**src/rtl/boid_frame_writer.sv**
```systemverilog
// rtl/boid_frame_writer.sv - scans boid coordinates once per frame and writes their pixels to display memory
module boid_frame_writer #(
    parameter int MAX_BOIDS    = 32,
    parameter int VIDEO_WIDTH  = 640,
    parameter int VIDEO_HEIGHT = 480,
    parameter int ADDR_WIDTH   = 19,
    localparam int SEL_W       = $clog2(MAX_BOIDS),
    localparam int SKIP_W      = SEL_W + 1
) (
    input  logic                  clock,
    input  logic                  reset,
    input  logic                  frame_end,
    output logic [SEL_W-1:0]      boid_sel,
    input  logic [9:0]            x_loc,
    input  logic [8:0]            y_loc,
    output logic                  wr_en,
    output logic [ADDR_WIDTH-1:0] wr_addr,
    output logic                  wr_data,
    output logic                  clear_bank,
    output logic                  busy,
    output logic [SKIP_W-1:0]     skipped,
    output logic                  overrun
);

    typedef enum logic [1:0] {IDLE, CLEAR, SCAN, DRAIN} state_t;

    localparam logic [SEL_W-1:0] LAST_SEL = SEL_W'(MAX_BOIDS - 1);
    localparam logic [9:0]       X_LIM    = 10'(VIDEO_WIDTH);
    localparam logic [8:0]       Y_LIM    = 9'(VIDEO_HEIGHT);

    state_t                  state, next_state;
    logic                    frame_end_q;
    logic                    armed;
    logic                    start;
    logic                    sample_q;
    logic                    drain_last;
    logic                    on_screen;
    logic [SKIP_W-1:0]       skip_cnt;
    logic [ADDR_WIDTH-1:0]   x_ext, y_ext, pix_addr;

    // armed blocks a frame_end that is already high when reset releases
    assign start     = frame_end & ~frame_end_q & armed;
    assign wr_data   = wr_en;
    assign x_ext     = ADDR_WIDTH'(x_loc);
    assign y_ext     = ADDR_WIDTH'(y_loc);
    assign on_screen = (x_loc < X_LIM) && (y_loc < Y_LIM);

    generate
        if (VIDEO_WIDTH == 640) begin : g_addr_640
            assign pix_addr = (y_ext << 9) + (y_ext << 7) + x_ext;
        end else begin : g_addr_mul
            assign pix_addr = y_ext * ADDR_WIDTH'(VIDEO_WIDTH) + x_ext;
        end
    endgenerate

    always_comb begin
        next_state = state;
        busy       = 1'b1;
        clear_bank = 1'b0;
        case (state)
            IDLE: begin
                busy = 1'b0;
                if (start) next_state = CLEAR;
            end
            CLEAR: begin
                clear_bank = 1'b1;
                next_state = SCAN;
            end
            SCAN:  if (boid_sel == LAST_SEL) next_state = DRAIN;
            DRAIN: if (drain_last) next_state = IDLE;
            default: next_state = IDLE;
        endcase
    end

    always_ff @(posedge clock or posedge reset) begin
        if (reset) begin
            state       <= IDLE;
            frame_end_q <= 1'b0;
            armed       <= 1'b0;
            boid_sel    <= '0;
            sample_q    <= 1'b0;
            drain_last  <= 1'b0;
            wr_en       <= 1'b0;
            wr_addr     <= '0;
            skip_cnt    <= '0;
            skipped     <= '0;
            overrun     <= 1'b0;
        end else begin
            state       <= next_state;
            frame_end_q <= frame_end;
            if (!frame_end) armed <= 1'b1;
            if (start && state != IDLE) overrun <= 1'b1;

            // SCAN's first cycle repeats boid 0 already requested in CLEAR
            case (next_state)
                SCAN:    boid_sel <= (state == SCAN) ? boid_sel + SEL_W'(1) : '0;
                DRAIN:   boid_sel <= boid_sel;
                default: boid_sel <= '0;
            endcase

            // coordinates for the boid requested last cycle are valid now
            sample_q   <= (state == SCAN);
            wr_en      <= sample_q && on_screen;
            if (sample_q && on_screen) wr_addr <= pix_addr;
            drain_last <= (state == DRAIN) && !drain_last;

            if (state == CLEAR)
                skip_cnt <= '0;
            else if (sample_q && !on_screen)
                skip_cnt <= skip_cnt + SKIP_W'(1);
            if (state == DRAIN && next_state == IDLE) skipped <= skip_cnt;
        end
    end

endmodule

```
**config.mk**
```make
export PLATFORM = sky130hd
export DESIGN_NAME = boid_frame_writer
export DESIGN_NICKNAME = d
export VERILOG_FILES = /design/src/rtl/boid_frame_writer.sv
export SDC_FILE = /design/constraint.sdc
export NUM_CORES = 1
export LEC_CHECK = 0
export CAP_MARGIN = 10
export CELL_PAD_IN_SITES_DETAIL_PLACEMENT = 0
export CELL_PAD_IN_SITES_GLOBAL_PLACEMENT = 1
export CORE_MARGIN = 2
export CORE_UTILIZATION = 30
export DETAILED_ROUTE_END_ITERATION = 6
export GPL_ROUTABILITY_DRIVEN = 0
export PLACE_DENSITY = 0.7
export SLEW_MARGIN = 20
export SYNTH_ARGS = -nofsm -noshare
export SYNTH_HDL_FRONTEND = slang
export SYNTH_SLANG_ARGS = --single-unit
export TNS_END_PERCENT = 5
```
**constraint.sdc**
```tcl
create_clock -name clock -period 4.6 [get_ports clock]
set_clock_uncertainty 0.05 [all_clocks]
set_input_delay 0.92 -clock clock [delete_from_list [all_inputs] [get_ports clock]]
set_output_delay 0.92 -clock clock [all_outputs]
set_load 0.01 [all_outputs]
```
After elaboration in Yosys (flattened, before gate mapping)
Cells that the tools add are included.
Operators by class
  mux-type cells: 10
  magnitude comparators: 2
  add/subtract/negate cells: 4
  equal/unequal tests: 6
  reduce and logical (&&, ||, !) cells: 12
  bitwise logic cells: 3
Operators with widths (count)
  18-bit by 16-bit adder with 19-bit output: 1
  19-bit by 10-bit adder with 19-bit output: 1
  6-bit 2-to-1 mux: 2
  10-bit < comparator (second input constant): 1
  5-bit case mux with 2 select lines: 1
  9-bit < comparator (second input constant): 1
  2-bit equality test (second input constant): 4
  2-bit case mux with 4 select lines: 1
  6-bit by 1-bit adder with 6-bit output (second input constant): 1
  1-bit logical AND: 6
  2-bit 2-to-1 mux: 3
  5-bit by 1-bit adder with 5-bit output (second input constant): 1
  5-bit equality test (second input constant): 1
  5-bit 2-to-1 mux: 1
  2-bit logical NOT: 2
  2-bit nonzero test: 2
  1-bit bitwise AND: 2
  2-bit by 1-bit equality test with 1-bit output (second input constant): 1
  1-bit logical NOT: 2
  1-bit 2-to-1 mux: 2
  1-bit NOT: 1
Storage, ports and cells
  bits of input ports: 22
  bits in registers: 44
  word-level logic and storage cells: 48
  output and inout port bits: 35

Longest topological paths before layout
Gate-level depths: netlist of the first run.
  depth in word-level cells: 7
  depth in mapped cells: 9
  depth with buffers taken out: 9

Worst setup path after synthesis of the first run
No wires, ideal clock.
  path kind: input to register
  start point: input port x_loc[9]
  end point: register wr_addr[18]
  setup slack: 1.681 ns
  library setup time: 0.124 ns
  data arrival time: 2.745 ns
  cell stages on the path: 9
  required time: 4.426 ns
  buffers on the path: 0
  path through: inv_1 fa_1 inv_1 fa_1 a21o_1 a21oi_1 o31ai_2 a21oi_1 o31ai_1
On the way
  word-level cells in the longest chain between the ends: 3
  elaborated cells on any way between the ends: 4
  classes of those cells: add/sub (1); order compare (1); reduce/logical (2)
RTL lines
  start, declared: line 14  | input logic [9:0] x_loc,
  branches (longest 3 deep; another with 19-bit by 10-bit adder with 19-bit output)
  end signal, assigned: line 104  | if (sample_q && on_screen) wr_addr <= pix_addr;
  end, declared: line 17  | output logic [ADDR_WIDTH-1:0] wr_addr,
Several ways; the timed one is not identified.
A chain may end at the register's enable or synchronous reset.

Worst setup path after layout of the first run
Same ends and word-level chain as after synthesis.

==> results of run 1 <==
## flip-flops by register name, summed over array words and instances, names as in the netlist
register / flops
armed: 1
sample_q: 1
state: 2
frame_end_q: 1
drain_last: 1
boid_sel: 5
skip_cnt: 6
overrun: 1
skipped: 6
wr_data: 1
wr_addr: 19
## final timing paths
kind,start,to,slack [ns],cells past startpoint
max,x_loc[9],wr_addr[18],1.33,10
min,overrun,overrun,0.41,1
max reg2reg,boid_sel[0],boid_sel[3],2.74,7
min reg2reg,overrun,overrun,0.41,1
max in group asynchronous,reset,skipped[0],2.84,2
min in group asynchronous,reset,overrun,1.09,2
## critical path, cell delays in order
cell,delay (ns)
clkdlybuf4s50_1,0.47
inv_1,0.06
fa_1,0.53
inv_1,0.07
fa_1,0.47
a21o_1,0.19
a21oi_1,0.31
o31ai_2,0.13
a21oi_1,0.17
o31ai_1,0.08
## cells by family (layout without fill, tap and decap cells)
group	Yosys count	after routing	synth area share (%)
AND/OR/NAND/NOR	74	74	14.4
flip-flops	44	44	48.6
AO/OA/AOI/OAI	40	40	11.4
adder cells (fa/ha/maj)	22	22	12.8
buffers and inverters	18	76	3.81
XOR/XNOR	13	13	5.03
multiplexers	8	8	3.92
## layout by cell type, fill, tap and decap left out, drive strengths merged
cell type,count
clkdlybuf4s50,56
nand2,45
dfrtp,44
ha,20
o21ai,13
a21oi,12
inv,12
nor2,11
mux2,7
xor2,7
clkbuf,7
xnor2,6
a21o,4
nand3,3
nand4,3
nand2b,3
o31ai,3
o22ai,3
a22o,2
and2,2
and3,2
fa,2
o21a,1
o32ai,1
or4,1
nand4b,1
nor2b,1
a21boi,1
mux2i,1
nor3,1
or2,1
buf,1
## where the power goes
part / internal (W) / switching, W
combinational: 0.000372 / 0.000296
sequential: 0.000538 / 0.000104
clock: 0.000134 / 0.000122
total: 0.00104 / 0.000521
## through the flow
step,cells,cell area [um2],util (%)
detailed placement,369,2920,40.0
CTS,376,3010,41.3
global placement,369,2920,40.0
global route,376,3010,41.3
finish,376,3010,41.3
floorplan,219,2260,-
## routing by layer
layer  GRT usage, %  wire, um
met3           3.76       268
met2           17.5      2070
met4           3.54        46
met5              0         0
met1           15.8      2140
## final cells by class
cell class | count | area, um2
Multi-Input combinational cell | 157 | 1080
Tap cell | 99 | 124
Inverter | 12 | 45.0
Clock buffer | 7 | 96.3
Fill cell | 769 | 4280
Sequential cell | 44 | 1100
Timing Repair Buffer | 57 | 568
==> reports/metrics.yaml, run 1 <==
yosys:
  yosysWarningCount: 0
  synth_nets: 263
  syn_area_um2: 2260
  yosysUniqueCellTypes: 37
  synth-seq-cells: 44
  synth_edf_count: 0
  ys.flop_type: "dfrtp_1"
  yosysMostFrequentCell: "nand2_1"
  synthCells: 219
  syn_avg_cell_area_um2: 10.3
  synthArstFlopShare_pct: 100
  synth.area.top_cells: "dfrtp_1, ha_1, nand2_1"
  synth-seq-area-share_pct: 48.6
  synth.largest_area_cell: "dfrtp_1"
  synth_commonest_cells: "nand2_1, dfrtp_1, ha_1"
  synth_top_area_share_pct: 48.6
timing:
  fin_ws_ns: 1.33
  fin_crit_ns: 3.27
  rsz0062_at_grt: "false"
  fmax_ghz: 0.306
  tightest_slew_ns: 0.898
  worst_slew_margin_rel_pct: 40.1
  fin_tns_setup_ns: 0
  finalSetupViolations: 0
  hold_ws_ns: 0.411
  fin_crit_sh_pct: 71.1
  final_hold_viol_count: 0
  finalMaxSlewViolations: 0
floorplanning:
  ios: 57
  coreArea_um2: 7290
  die_y_um: 90.9
  die_x_um: 90.9
  num_rows: 31
  dieArea_um2: 8260
  initial_core_util_pct: 31.1
global_routing:
  grt_pass1_vias: 1654
  grt-ovfl-total: 0
  grt_pass1_wl_um: 7780
  grt_max_degree: 45
  groute.usage.overall_pct: 11.6
  antenna_found_initial: 0
cells_and_area:
  area_growth_pct: 33.0
  fin_nets: 321
  n_antenna_cell: 0
  drive_above_1_share_pct: 8.30
clock_tree:
  clkTransAtPathRegs_ns: 0.08
  post_cts_resized: 0
  clock_latency_ns: 0.29
  root_buffer: "clkbuf_8"
  cts_buffers: 5
  clock-sinks: 44
  tritoncts: "done"
  cts_max_path_buffers: 2
  cts_setup_buffers: 0
  cts_hold_buffers: 0
  htreeDepth: 2
run:
  maxCapViolCount: 0
critical_path:
  end_kind: "register"
  crit_fanout: 3
  crit_required_ns: 4.72
  start_kind: "input port"
  arrival_ns: 3.39
  critPathKind: "in2reg"
power_and_ir_drop:
  p_per_area_nw_per_um2: 520
  ir_drop_mv: 0.259
  totalPowerFinal_w: 0.00157
  power_leakage_nw: 1.40
drt:
  wire_per_inst_um: 12.0
  detail_route.vias_per_cell: 4.61
  wirelength_um: 4520
  ant_nets: 0
  dr.first_iter.drc_count: 53
  route.detailed.drc: 0
  drtPass1Iterations: 4
  vias: 1734
min_path:
  min_path_type: "reg2reg"
placed_design:
  hpwl_um: 3430
  dpl_worst_slack_ns: 1.02
  io_buffers: 56
run_status:
  status: "finished clean"
(Power assumes the default switching activity.)
==> run 2: changes to the inputs <==
--- a/config.mk
+++ b/config.mk
@@ -12,7 +12,7 @@
 export CORE_UTILIZATION = 30
 export DETAILED_ROUTE_END_ITERATION = 6
 export GPL_ROUTABILITY_DRIVEN = 0
-export PLACE_DENSITY = 0.7
+export PLACE_DENSITY = 0.73
 export SLEW_MARGIN = 20
 export SYNTH_ARGS = -nofsm -noshare
 export SYNTH_HDL_FRONTEND = slang
==> constraint.sdc (replaced) <==
create_clock -name clock -period 2.95 [get_ports clock]
set_clock_uncertainty 0.05 [all_clocks]
set_input_delay 0.59 -clock clock [delete_from_list [all_inputs] [get_ports clock]]
set_output_delay 0.59 -clock clock [all_outputs]
set_load 0.01 [all_outputs]
==> run 2 against run 1 <==
- design area grew 2.9%
- clock power grew 58%
- first-iteration DRC count shrank 26%
- critical path type unchanged
- largest cell class unchanged
- highest routed layer unchanged
==> reports/metrics.yaml, run 2 (same netlist as run 1, synthesis figures left out) <==
global_routing:
  antenna_found_initial: 0  # unchanged
  grt_max_degree: 25  # -44%
  groute.usage.overall_pct: 11.4  # -0.21 points
  grt-ovfl-total: 0  # unchanged
  grt_pass1_vias: 1696  # +2.5%
  grt_pass1_wl_um: 7780  # about the same
clock_tree:
  cts_max_path_buffers: 2  # unchanged
  clkTransAtPathRegs_ns: 0.08  # about the same
  cts_hold_buffers: 0  # unchanged
  clock_latency_ns: 0.29  # about the same
  root_buffer: "clkbuf_8"
  clock-sinks: 44  # unchanged
  cts_buffers: 5  # unchanged
  htreeDepth: 2  # unchanged
  tritoncts: "done"
cells_and_area:
  fillers: 770  # +0.13%
  final_common_cell: "clkdlybuf4s50_1"
  utilization_pct: 42.5  # +1.2 points
  fin_nets: 330  # +2.8%
  largest_register_ffs: 19  # unchanged
  regMostFlops: "wr_addr"
  area_growth_pct: 36.8
  n_antenna_cell: 0  # unchanged
  drive_above_1_share_pct: 11.5  # +3.2 points
  final_cell_mix: "clkdlybuf4s50_1, nand2_1, dfrtp_1"
  reg_top3: "wr_addr: 19 flops, skip_cnt: 6 flops, skipped: 6 flops"
critical_path:
  rr_worst_depth: 7  # unchanged
  r2r_slack_ns: 1.11  # -1.63 ns
  start_kind: "input port"
  reg2reg_to: "boid_sel[3]"
  critical_path.max_stage_delay_ns: 0.52  # about the same
  r2r-start: "boid_sel[0]"
  cpMostUsedCell: "inv_1"
  critPathKind: "in2reg"
  arrival_ns: 2.89  # -0.50 ns
  crit_chain: "clkdlybuf4s50_1 -> inv_1 -> fa_1 -> inv_1 -> ha_1 -> a21oi_1 -> o22ai_2 -> o32ai_1 -> xor2_1 -> o21ai_1"
  slowest_stage: "fa_1"
  crit_fanout: 2  # -1
  crit_required_ns: 3.08  # -1.64 ns
  end_kind: "register"
drt:
  wire_per_inst_um: 12.1  # +0.47%
  detail_route.vias_per_cell: 4.51  # -2.2%
  wirelength_um: 4650  # +2.9%
  dr.first_iter.drc_count: 39  # -26%
  vias: 1736  # +0.12%
  ant_nets: 0  # unchanged
  route.detailed.drc: 0  # unchanged
  drtPass1Iterations: 4  # unchanged
min_path:
  holdPathStages: 1  # unchanged
  holdPathEnd: "overrun"
  hp-start: "overrun"
  min_path_type: "reg2reg"
floorplanning:
  dieArea_um2: 8260  # unchanged
  coreArea_um2: 7290  # unchanged
  ios: 57  # unchanged
  initial_core_util_pct: 31.1  # unchanged
  num_rows: 31  # unchanged
  die_y_um: 90.9  # unchanged
  die_x_um: 90.9  # unchanged
power_and_ir_drop:
  ir_drop_mv: 0.369  # +42%
  totalPowerFinal_w: 0.00247  # +58%
  p_int_w: 0.00165  # +58%
  power.switching_w: 0.000828  # +59%
  p_per_area_nw_per_um2: 799  # +54%
  clkPwrFrac_pct: 16.3  # about the same
  comb_power_share_pct: 43.0  # +0.3 points
  power_leakage_nw: 1.45  # +3.3%
  p_seq_share_pct: 40.7  # -0.3 points
  netSwitchingFraction_pct: 33.5  # +0.16 points
timing:
  finalMaxSlewViolations: 0  # unchanged
  worst_slew_margin_rel_pct: 46.2  # +6.2 points
  tightest_slew_ns: 0.801  # -0.0965 ns
  final_hold_viol_count: 0  # unchanged
  fin_ws_ns: 0.184  # -1.14 ns
  fin_crit_ns: 2.77
  fin_crit_sh_pct: 93.8
  fmax_ghz: 0.361
  rsz0062_at_grt: "false"
  finalSetupViolations: 0  # unchanged
run:
  maxCapViolCount: 0  # unchanged
placed_design:
  io_buffers: 56  # unchanged
  dpl_worst_slack_ns: -0.259  # -1.28 ns
  hpwl_um: 3590  # +4.7%
run_status:
  status: "finished clean"
run 2: power groups by stage:
| stage | logic (W) | registers, W | clock network (W) |
|---|---|---|---|
| floorplan | 0.000476 | 0.00108 | 0 |
| global placement | 0.00106 | 0.00101 | 0 |
| detailed placement | 0.00108 | 0.00102 | 0 |
| CTS | 0.00108 | 0.00101 | 0.000418 |
| global route | 0.00117 | 0.00104 | 0.000446 |
| finish | 0.00106 | 0.00101 | 0.000402 |
run 2: layout make-up:
class,count,area (um2),area share [%]
Timing Repair Buffer,66,648,20.9
Clock buffer,7,96.3,3.11
Inverter,12,45.0,1.45
Sequential cell,44,1100,35.5
Tap cell,99,124,4.00
Multi-Input combinational cell,157,1080,35.0
run 2: per-stage QoR:
| step | hold WS, ns | TNS (ns) | cells | cell area, um2 |
|---|---|---|---|---|
| 2_1_floorplan | 0.385 | 0 | 219 | 2260 |
| 3_3_place_gp | 0.396 | -0.960 | 378 | 3000 |
| 3_5_place_dp | 0.402 | -1.26 | 378 | 3000 |
| 4_1_cts | 0.421 | 0 | 385 | 3090 |
| 5_1_grt | 0.430 | 0 | 385 | 3100 |
| 6_report | 0.412 | 0 | 385 | 3100 |
run 2: worst max-delay path by stage:
| stage | slack [ns] | end | cells after the start | start |
|---|---|---|---|---|
| 6_report | 0.18 | wr_addr[15] | 10 | x_loc[9] |
| 4_1_cts | 0.05 | wr_addr[16] | 10 | x_loc[9] |
| 3_5_place_dp | -0.26 | wr_addr[16] | 10 | x_loc[9] |
| 2_1_floorplan | 0.36 | wr_addr[18] | 9 | x_loc[9] |
| 3_3_place_gp | -0.19 | wr_addr[18] | 10 | x_loc[9] |
| 5_1_grt | 0.02 | wr_addr[15] | 10 | x_loc[9] |
run 2: per-layer routing:
| layer | global-route usage, % | vias up | share of wire, % |
|---|---|---|---|
| li1 | - | 874 | - |
| met1 | 15.6 | 819 | 49 |
| met2 | 18.0 | 41 | 46 |
| met3 | 3.26 | 2 | 4.8 |
| met4 | 2.27 | 0 | 0.21 |
| met5 | 0 | - | 0 |
run 2: worst max-delay path, delay by kind of cell:
kind / cells / cell delay (ns)
XOR/XNOR: 1 / 0.17
adder cells (fa/ha/maj): 2 / 0.81
AO/OA/AOI/OAI: 4 / 0.72
buffers and inverters: 3 / 0.60
run 2: repair_timing:
action / in CTS / in global routing
endpoints found under the setup margin: 0 / 4
setup buffers: 0 / 0
resized for setup: 0 / 2
